## config.mk

```make
export PLATFORM = sky130hd
export DESIGN_NAME = etc_vehicle_tracker_flat
export DESIGN_NICKNAME = d
export VERILOG_FILES = /design/src/rtl/etc_vehicle_tracker_if.sv /design/src/rtl/etc_vehicle_tracker.sv /design/src/flat_wrapper.sv
export SDC_FILE = /design/constraint.sdc
export NUM_CORES = 1
export LEC_CHECK = 0
export CORE_ASPECT_RATIO = 1.25
export CORE_MARGIN = 4
export CORE_UTILIZATION = 26
export CTS_CLUSTER_DIAMETER = 120
export DETAILED_ROUTE_END_ITERATION = 16
export GPL_ROUTABILITY_DRIVEN = 0
export GPL_TIMING_DRIVEN = 0
export SYNTH_ARGS = -nofsm -noshare
export SYNTH_HDL_FRONTEND = slang
export SYNTH_SLANG_ARGS = --single-unit
```

## constraint.sdc

```tcl
create_clock -name clk -period 7.9 [get_ports clk]
set_clock_uncertainty 0.15 [all_clocks]
set_input_delay 1.58 -clock clk [delete_from_list [all_inputs] [get_ports clk]]
set_output_delay 1.58 -clock clk [all_outputs]
set_load 0.05 [all_outputs]
```

## src/rtl/etc_vehicle_tracker_if.sv

```systemverilog
// Lane-side signal bundle for the multi-vehicle ETC tracker: loop sensors,
// tag-reader pulse and override in; measurement, event pulses and barrier out.
interface etc_vehicle_tracker_if #(
    parameter int WIDTH_MS = 9,
    parameter int DEPTH    = 4
);
    localparam int OW = $clog2(DEPTH + 1);

    logic                sensor1;
    logic                sensor2;
    logic                sensor3;
    logic                valid_Epass;
    logic                enable;
    logic [WIDTH_MS-1:0] transit_ms;
    logic                overspeed;
    logic                done;
    logic                violation;
    logic                err;
    logic [OW-1:0]       occupancy;
    logic                barrier;

    // Lane equipment / bench side.
    modport master (
        output sensor1, sensor2, sensor3, valid_Epass, enable,
        input  transit_ms, overspeed, done, violation, err, occupancy, barrier
    );

    // Tracker side.
    modport slave (
        input  sensor1, sensor2, sensor3, valid_Epass, enable,
        output transit_ms, overspeed, done, violation, err, occupancy, barrier
    );
endinterface

```

## src/rtl/etc_vehicle_tracker.sv

```systemverilog
// Tracks up to DEPTH vehicles from the entry loop to the barrier loop, times the
// sensor1->sensor2 transit in ms, and drives the barrier from the head record.
module etc_vehicle_tracker #(
    parameter int DEPTH    = 4,
    parameter int WIDTH_MS = 9,
    parameter int SYS_FREQ = 50000000,
    parameter int MIN_MS   = 36
) (
    input  logic                  clk,
    input  logic                  reset_n,
    etc_vehicle_tracker_if.slave  lane
);
    localparam int TICKS = SYS_FREQ / 1000;
    localparam int PW    = (TICKS > 1) ? $clog2(TICKS) : 1;
    localparam int IW    = $clog2(DEPTH);
    localparam int OW    = $clog2(DEPTH + 1);

    // Circular slot index for any non-negative offset sum.
    function automatic logic [IW-1:0] idx(input logic [31:0] a);
        return IW'(a % 32'(DEPTH));
    endfunction

    // Synchroniser + edge-detect pipelines: [1] is the synced level, [2] its previous value.
    logic [2:0]          r_s1_pipe;
    logic [2:0]          r_s2_pipe;
    logic [2:0]          r_s3_pipe;
    logic [1:0]          r_ep_pipe;

    logic [PW-1:0]       r_presc;
    logic [WIDTH_MS-1:0] r_ms_now;

    logic [WIDTH_MS-1:0] r_ts   [DEPTH];
    logic                r_paid [DEPTH];
    logic [IW-1:0]       r_rd;
    logic [OW-1:0]       r_occ;
    // Records between rd and mid, i.e. already past sensor2 (mid - rd).
    logic [OW-1:0]       r_npast;

    logic [WIDTH_MS-1:0] r_transit;
    logic                r_over;
    logic                r_done;
    logic                r_viol;
    logic                r_err;
    logic                r_hold;

    logic                w_e1;
    logic                w_e2;
    logic                w_e3;
    logic                w_ep;
    logic                w_s3_sync;
    logic [IW-1:0]       w_wr;
    logic [IW-1:0]       w_wr_m1;
    logic [IW-1:0]       w_mid;
    logic                w_e2_ok;
    logic                w_e2_err;
    logic [OW-1:0]       w_past_a;
    logic                w_pop;
    logic                w_e3_err;
    logic [OW-1:0]       w_occ_pop;
    logic                w_push;
    logic                w_e1_err;
    logic [OW-1:0]       w_occ_next;
    logic                w_ep_ok;
    logic [OW-1:0]       w_npast_next;
    logic [WIDTH_MS-1:0] w_transit;
    logic                w_over;
    logic                w_hold_next;

    assign w_e1      = r_s1_pipe[1] & ~r_s1_pipe[2];
    assign w_e2      = r_s2_pipe[1] & ~r_s2_pipe[2];
    assign w_e3      = r_s3_pipe[1] & ~r_s3_pipe[2];
    assign w_s3_sync = r_s3_pipe[1];
    assign w_ep      = r_ep_pipe[1];

    assign w_wr    = idx(32'(r_rd) + 32'(r_occ));
    assign w_wr_m1 = idx(32'(r_rd) + 32'(r_occ) + 32'(DEPTH) - 32'd1);
    assign w_mid   = idx(32'(r_rd) + 32'(r_npast));

    // sensor2 sees the pre-pop queue, so a head record can pass sensor2 and
    // sensor3 in the same cycle; the pop then uses the advanced mid.
    assign w_e2_ok   = w_e2 && (r_npast != r_occ);
    assign w_e2_err  = w_e2 && (r_npast == r_occ);
    assign w_past_a  = r_npast + OW'(w_e2_ok);

    assign w_pop     = w_e3 && (r_occ != '0);
    assign w_e3_err  = w_e3 && ((r_occ == '0) || (w_past_a == '0));
    assign w_occ_pop = r_occ - OW'(w_pop);

    assign w_push     = w_e1 && (w_occ_pop != OW'(DEPTH));
    assign w_e1_err   = w_e1 && !w_push;
    assign w_occ_next = w_occ_pop + OW'(w_push);
    assign w_ep_ok    = w_ep && (w_occ_next != '0);

    always_comb begin
        w_npast_next = w_past_a;
        if (w_pop) begin
            w_npast_next = (w_past_a == '0) ? '0 : (w_past_a - OW'(1));
        end
    end

    assign w_transit = r_ms_now - r_ts[w_mid];
    assign w_over    = (32'(w_transit) < 32'(MIN_MS));

    assign w_hold_next = ((r_occ != '0) && (r_npast != '0) && r_paid[r_rd])
                       || (r_hold && w_s3_sync);

    always_ff @(posedge clk or negedge reset_n) begin
        if (!reset_n) begin
            r_s1_pipe <= '0;
            r_s2_pipe <= '0;
            r_s3_pipe <= '0;
            r_ep_pipe <= '0;
            r_presc   <= '0;
            r_ms_now  <= '0;
            for (int i = 0; i < DEPTH; i++) begin
                r_ts[i]   <= '0;
                r_paid[i] <= 1'b0;
            end
            r_rd      <= '0;
            r_occ     <= '0;
            r_npast   <= '0;
            r_transit <= '0;
            r_over    <= 1'b0;
            r_done    <= 1'b0;
            r_viol    <= 1'b0;
            r_err     <= 1'b0;
            r_hold    <= 1'b0;
        end else begin
            r_s1_pipe <= {r_s1_pipe[1:0], lane.sensor1};
            r_s2_pipe <= {r_s2_pipe[1:0], lane.sensor2};
            r_s3_pipe <= {r_s3_pipe[1:0], lane.sensor3};
            r_ep_pipe <= {r_ep_pipe[0], lane.valid_Epass};

            if (r_presc == PW'(TICKS - 1)) begin
                r_presc  <= '0;
                r_ms_now <= r_ms_now + WIDTH_MS'(1);
            end else begin
                r_presc  <= r_presc + PW'(1);
            end

            // A paid pulse arriving with its own vehicle marks the fresh record directly.
            if (w_push) begin
                r_ts[w_wr]   <= r_ms_now;
                r_paid[w_wr] <= w_ep_ok;
            end else if (w_ep_ok) begin
                r_paid[w_wr_m1] <= 1'b1;
            end

            if (w_pop) begin
                r_rd <= idx(32'(r_rd) + 32'd1);
            end
            r_occ   <= w_occ_next;
            r_npast <= w_npast_next;

            if (w_e2_ok) begin
                r_transit <= w_transit;
                r_over    <= w_over;
            end
            r_done <= w_e2_ok;
            r_viol <= w_pop && !r_paid[r_rd];
            r_err  <= w_e1_err || w_e2_err || w_e3_err;
            r_hold <= w_hold_next;
        end
    end

    assign lane.transit_ms = r_transit;
    assign lane.overspeed  = r_over;
    assign lane.done       = r_done;
    assign lane.violation  = r_viol;
    assign lane.err        = r_err;
    assign lane.occupancy  = r_occ;
    assign lane.barrier    = lane.enable | r_hold;

endmodule

```

## src/flat_wrapper.sv

```systemverilog
// flat-port wrapper written by rule: the top's interface ports become plain ports
module etc_vehicle_tracker_flat 
#(
    parameter int DEPTH    = 4,
    parameter int WIDTH_MS = 9,
    parameter int SYS_FREQ = 50000000,
    parameter int MIN_MS   = 36
)
  (clk, reset_n, lane_sensor1, lane_sensor2, lane_sensor3, lane_valid_Epass, lane_enable, lane_transit_ms, lane_overspeed, lane_done, lane_violation, lane_err, lane_occupancy, lane_barrier);
  etc_vehicle_tracker_if #(.WIDTH_MS(WIDTH_MS), .DEPTH(DEPTH)) lane_i ();
  input  logic clk;
  input  logic reset_n;
  input wire logic [$bits(lane_i.sensor1)-1:0] lane_sensor1;
  input wire logic [$bits(lane_i.sensor2)-1:0] lane_sensor2;
  input wire logic [$bits(lane_i.sensor3)-1:0] lane_sensor3;
  input wire logic [$bits(lane_i.valid_Epass)-1:0] lane_valid_Epass;
  input wire logic [$bits(lane_i.enable)-1:0] lane_enable;
  output wire logic [$bits(lane_i.transit_ms)-1:0] lane_transit_ms;
  output wire logic [$bits(lane_i.overspeed)-1:0] lane_overspeed;
  output wire logic [$bits(lane_i.done)-1:0] lane_done;
  output wire logic [$bits(lane_i.violation)-1:0] lane_violation;
  output wire logic [$bits(lane_i.err)-1:0] lane_err;
  output wire logic [$bits(lane_i.occupancy)-1:0] lane_occupancy;
  output wire logic [$bits(lane_i.barrier)-1:0] lane_barrier;
  assign lane_i.sensor1 = lane_sensor1;
  assign lane_i.sensor2 = lane_sensor2;
  assign lane_i.sensor3 = lane_sensor3;
  assign lane_i.valid_Epass = lane_valid_Epass;
  assign lane_i.enable = lane_enable;
  assign lane_transit_ms = lane_i.transit_ms;
  assign lane_overspeed = lane_i.overspeed;
  assign lane_done = lane_i.done;
  assign lane_violation = lane_i.violation;
  assign lane_err = lane_i.err;
  assign lane_occupancy = lane_i.occupancy;
  assign lane_barrier = lane_i.barrier;
  etc_vehicle_tracker #(.DEPTH(DEPTH), .WIDTH_MS(WIDTH_MS), .SYS_FREQ(SYS_FREQ), .MIN_MS(MIN_MS)) u_core (.clk(clk), .reset_n(reset_n), .lane(lane_i));
endmodule
```

# Yosys cells after proc, flatten, opt, wreduce, memory -nomap -nowiden
# Index checks and enable logic that the tools add are counted.
[classes] reduce_logical=25 n_eq_ne=4 magnitude_cmp=7 n_addsub=12 bitwise_logic=12 muxes=19
[op_table] operator="bitwise mux 36 bit" count=1
[op_table] operator="2-to-1 mux 9 bit" count=3
[op_table] operator="binary-select mux 9 bit (select 2 bit)" count=1
[op_table] operator="demux 9 bit (select 2 bit)" count=1
[op_table] operator="adder 16 x 1 -> 16 bit (second input constant)" count=1
[op_table] operator="== test 16 bit (second input constant)" count=1
[op_table] operator="2-to-1 mux 16 bit" count=1
[op_table] operator="logical AND 1 bit" count=13
[op_table] operator="greater-or-equal comparator 3 bit (second input constant)" count=4
[op_table] operator="inverter 2 -> 3 bit" count=4
[op_table] operator="adder 9 x 1 -> 9 bit (second input constant)" count=1
[op_table] operator="< comparator 9 x 6 -> 1 bit (second input constant)" count=1
[op_table] operator="nonzero test 3 bit" count=3
[op_table] operator="subtractor 9 bit" count=1
[op_table] operator="2-to-1 mux 4 bit" count=2
[op_table] operator="adder 3 x 1 -> 3 bit" count=2
[op_table] operator="logical NOT 3 bit" count=2
[op_table] operator="< comparator 3 x 1 -> 1 bit (second input constant)" count=2
[op_table] operator="2-to-1 mux 3 bit" count=2
[op_table] operator="adder 2 x 1 -> 2 bit (second input constant)" count=2
[op_table] operator="adder 2 bit" count=2
[op_table] operator="bitwise mux 4 bit" count=1
[op_table] operator="demux 1 bit (select 2 bit)" count=2
[op_table] operator="logical OR 1 bit" count=4
[op_table] operator="14 further kinds" count=22
[word_totals] input_bits=7 output_inout_bits=17 wordCells=102 ff_bits=98

# Longest topological paths before layout
[logic_depth] word_depth=11 ltp_mapped=13 depth_no_buf=12

# Worst setup path before layout
# OpenSTA, ideal clock, no wires.
[synth_timing] path_type="input -> output" startpoint="in lane_enable" endpoint="out lane_barrier" stages=1 arrival_ns=1.972 slack_ns=4.198 required_time_ns=6.170 n_path_buf=0 cell_sequence="or2_2"
[synth_between] elab_chain_cells=1
[synth_rtl] element="start, declared" line="flat_wrapper.sv:17" text="input wire logic [$bits(lane_i.enable)-1:0] lane_enable;"
[synth_rtl] element="OR 1 bit" line="etc_vehicle_tracker.sv:172" text="assign lane.barrier = lane.enable | r_hold;"
[synth_rtl] element="end, declared" line="flat_wrapper.sv:24" text="output wire logic [$bits(lane_i.barrier)-1:0] lane_barrier;"
# No other way between the ends.

# Worst setup path after layout
# Ends and elaborated chain as after synthesis.

==> metrics.md <==
| Metric | Value |
|---|---|
| Setup TNS | `0 ns` |
| CP Max Fanout | `1` |
| Root buffer cell | `clkbuf_16` |
| Ys Warns | `0` |
| Share of cells above drive strength 1 | `15.0%` |
| Reg-to-Reg Start | `u_core.r_rd[0]` |
| Flop-to-flop setup slack | `4.16 ns` |
| IO Port Bufs | `23` |
| Final ANT Viol Nets | `0` |
| DRC violations left | `0` |
| Synthesized area | `4660 um^2` |
| Cell accounting for the most synthesized area | `dfrtp_1` |
| Via count | `2965` |
| Cells after Synth | `392` |
| Crit path to | `lane_barrier` |
| Worst r2r path cells | `12` |
| Crit. End Element | `output port` |
| Clock Tree Buf Depth | `2` |
| Clk sinks | `98` |
| Vias in the first global route | `3131` |
| Worst Setup SP | `lane_enable` |
| Outcome | `complete, no violations` |
| Drt pass-1 iters | `4` |
| Die Span X | `128 um` |
| CTS tree | `done` |
| Worst-Skew Late Latency | `0.34 ns` |
| GRT Resource Usage Total | `9.44%` |
| Routed length per instance | `13.2 um` |
| Die Y | `158 um` |
| Layout net count | `454` |
| R2r endpoint | `u_core.lane.transit_ms[8]` |
| Area contributors post-synth | `dfrtp_1 53%, mux2_2 8.0%, ha_1 5.1%` |
| Final core occ | `31.3%` |
| VDD IR max | `0.127 mV` |
| Gates resized, CTS repair | `0` |
| H-tree Lvls | `3` |
| Hold buffers post-CTS | `0` |
| Worst Path Arrival | `2.93 ns` |
| Final setup violation count | `0` |
| Synth top area share | `52.6%` |
| Worst setup margin | `3.24 ns` |
| Synthesized area per cell | `11.9 um^2` |
| Pins Over Slew Limit | `0` |
| Starting DRT DRC Count | `172` |
| Startpoint Class | `input port` |
| Critical setup path kind | `in2out` |
| First-pass GRT wire length | `15.2 mm` |
| Worst EP required | `6.17 ns` |
| Fmax | `214 MHz` |
| Worst slew pin tran | `0.654 ns` |
| Yosys reg bits | `98` |
| DP Worst Slack | `3.23 ns` |
| CTS Buf Count | `9` |
| Max Cap Viol | `0` |
| Clock-pin slew of the registers on the worst-case setup and hold paths | `0.06 ns` |
| N_diodes | `0` |
| Worst hold path type | `reg2reg` |
| Setup Fix Bufs, Post-CTS | `0` |
| Core outline area | `17600 um^2` |
| Vias per cell | `4.52` |
| I/O pin count | `24` |
| Num rows | `54` |
| Die area | `20200 um^2` |
| Remaining Overflow, GRT | `0` |
| Netlist cell types | `42` |
| Pin count of the biggest net entering global routing | `72` |
| Slew HR | `56.2%` |
| Leakage | `2.53 nW` |
| Final-report hold violation count | `0` |
| RSZ-0062 raised after global routing | `false` |
| Seq/Total Area, Yosys | `52.6%` |
| Initial antenna violation count | `0` |
| Starting Density | `26.6%` |
| Routed wire length | `8.67 mm` |
| DP HPWL | `6.29 mm` |
| Final period util | `59.0%` |
| Area delta synth->final | `18.1%` |
| PwrDens | `284 nW/um^2` |
| Syn nets | `419` |
| Final min period | `4.66 ns` |
## cells by family after synthesis
kind of cell | count (synthesis) | synth area share (%)
AOI/OAI and AO/OA | 51 | 6.79
xor gates and xnor gates | 41 | 7.86
adders and majority gates | 20 | 5.53
buffers and inverters | 31 | 2.71
DFF | 98 | 52.6
muxes | 44 | 13.8
and+or+nand+nor | 107 | 10.7
## registers in the layout (all words and copies together) (netlist names)
name and flops:
u_core.lane.done 1, u_core.lane.err 1, u_core.lane.occupancy 3, u_core.lane.overspeed 1, u_core.lane.transit_ms 9, u_core.lane.violation 1
u_core.r_ep_pipe 2, u_core.r_hold 1, u_core.r_ms_now 9, u_core.r_npast 3, u_core.r_paid 4, u_core.r_presc 16
u_core.r_rd 2, u_core.r_s1_pipe 3, u_core.r_s2_pipe 3, u_core.r_s3_pipe 3, u_core.r_ts 36
## cells in the final DEF (no fill, tap or decap), drive strengths merged, types with 4 or more instances in the layout
master / count
a21oi: 11
buf: 8
clkbuf: 16
clkdlybuf4s50: 22
dfrtp: 98
ha: 19
inv: 21
mux2: 34
mux4: 10
nand2: 31
nand3: 17
nor2: 31
nor3: 9
o211ai: 4
o21ai: 18
o31ai: 7
xnor2: 21
xor2: 20
## routing by layer
| metal | up-vias | GRT usage, % | share of wire, % |
|---|---|---|---|
| met5 | - | 0 | 0 |
| met2 | 36 | 16.7 | 52 |
| li1 | 1447 | - | - |
| met3 | 4 | 2.16 | 3.2 |
| met4 | 0 | 3.89 | 1.0 |
| met1 | 1478 | 11.0 | 44 |
## worst min-delay path by stage
stage | end | start | slack, ns | cells after the start
after floorplan | u_core.r_ep_pipe[1] | u_core.r_ep_pipe[0] | 0.18 | 0
after global placement | u_core.r_s1_pipe[1] | u_core.r_s1_pipe[0] | 0.18 | 0
after detailed placement | u_core.r_s3_pipe[1] | u_core.r_s3_pipe[0] | 0.18 | 0
after CTS | u_core.r_ep_pipe[1] | u_core.r_ep_pipe[0] | 0.20 | 0
after global routing | u_core.r_s3_pipe[1] | u_core.r_s3_pipe[0] | 0.21 | 0
final | u_core.r_ep_pipe[1] | u_core.r_ep_pipe[0] | 0.20 | 0
## synth_stat cells
library cell	number
dfrtp_1	98
mux2_2	33
nand2_1	31
nor2_1	29
inv_1	21
xnor2_1	20
xor2_1	20
ha_1	19
o21ai_0	18
nand3_1	17
a21oi_1	11
mux4_1	9
nor3_1	8
o31ai_1	7
buf_2	4
o211ai_1	4
clkbuf_1	3
nand2b_1	3
nand4_1	3
o21a_1	3
or4_1	3
a21o_1	2
and3_1	2
nor2_2	2
nor2b_1	2
o221ai_1	2
o311ai_0	2
or2_2	2
a21boi_0	1
a31o_2	1
buf_1	1
buf_4	1
clkbuf_2	1
fa_1	1
mux2_4	1
mux4_2	1
nand3b_1	1
nor3_2	1
nor4_1	1
or3_1	1
or3b_1	1
xnor2_2	1
## where the power goes
group | internal [mW] | switching [mW]
sequential | 0.544 | 0.0403
combinational | 0.202 | 0.332
clock | 0.262 | 0.184
total | 1.01 | 0.556
## cell type report
cell class                 instances  area, um^2
inverter                          21        78.8
clock buffer                      12         256
clock inverter                     4        50.0
fill                            1747       12100
buffer                            10        47.5
multi-input combinational        263        2090
sequential                        98        2450
timing repair buffer              24         255
tap                              224         280
## per-stage QoR
stage | hold slack [ns] | total power [mW] | area, um^2 | cells
floorplan | 0.181 | 0.976 | 4660 | 392
global placement | 0.184 | 1.12 | 5170 | 639
detailed placement | 0.185 | 1.13 | 5200 | 640
CTS | 0.201 | 1.58 | 5510 | 656
global route | 0.206 | 1.65 | 5510 | 656
finish | 0.199 | 1.56 | 5510 | 656
## worst max-delay path: stages
cell and delay, ns:
clkdlybuf4s50_1 0.39, or2_2 0.26, clkdlybuf4s50_1 0.70
(Power assumes the default switching activity.)
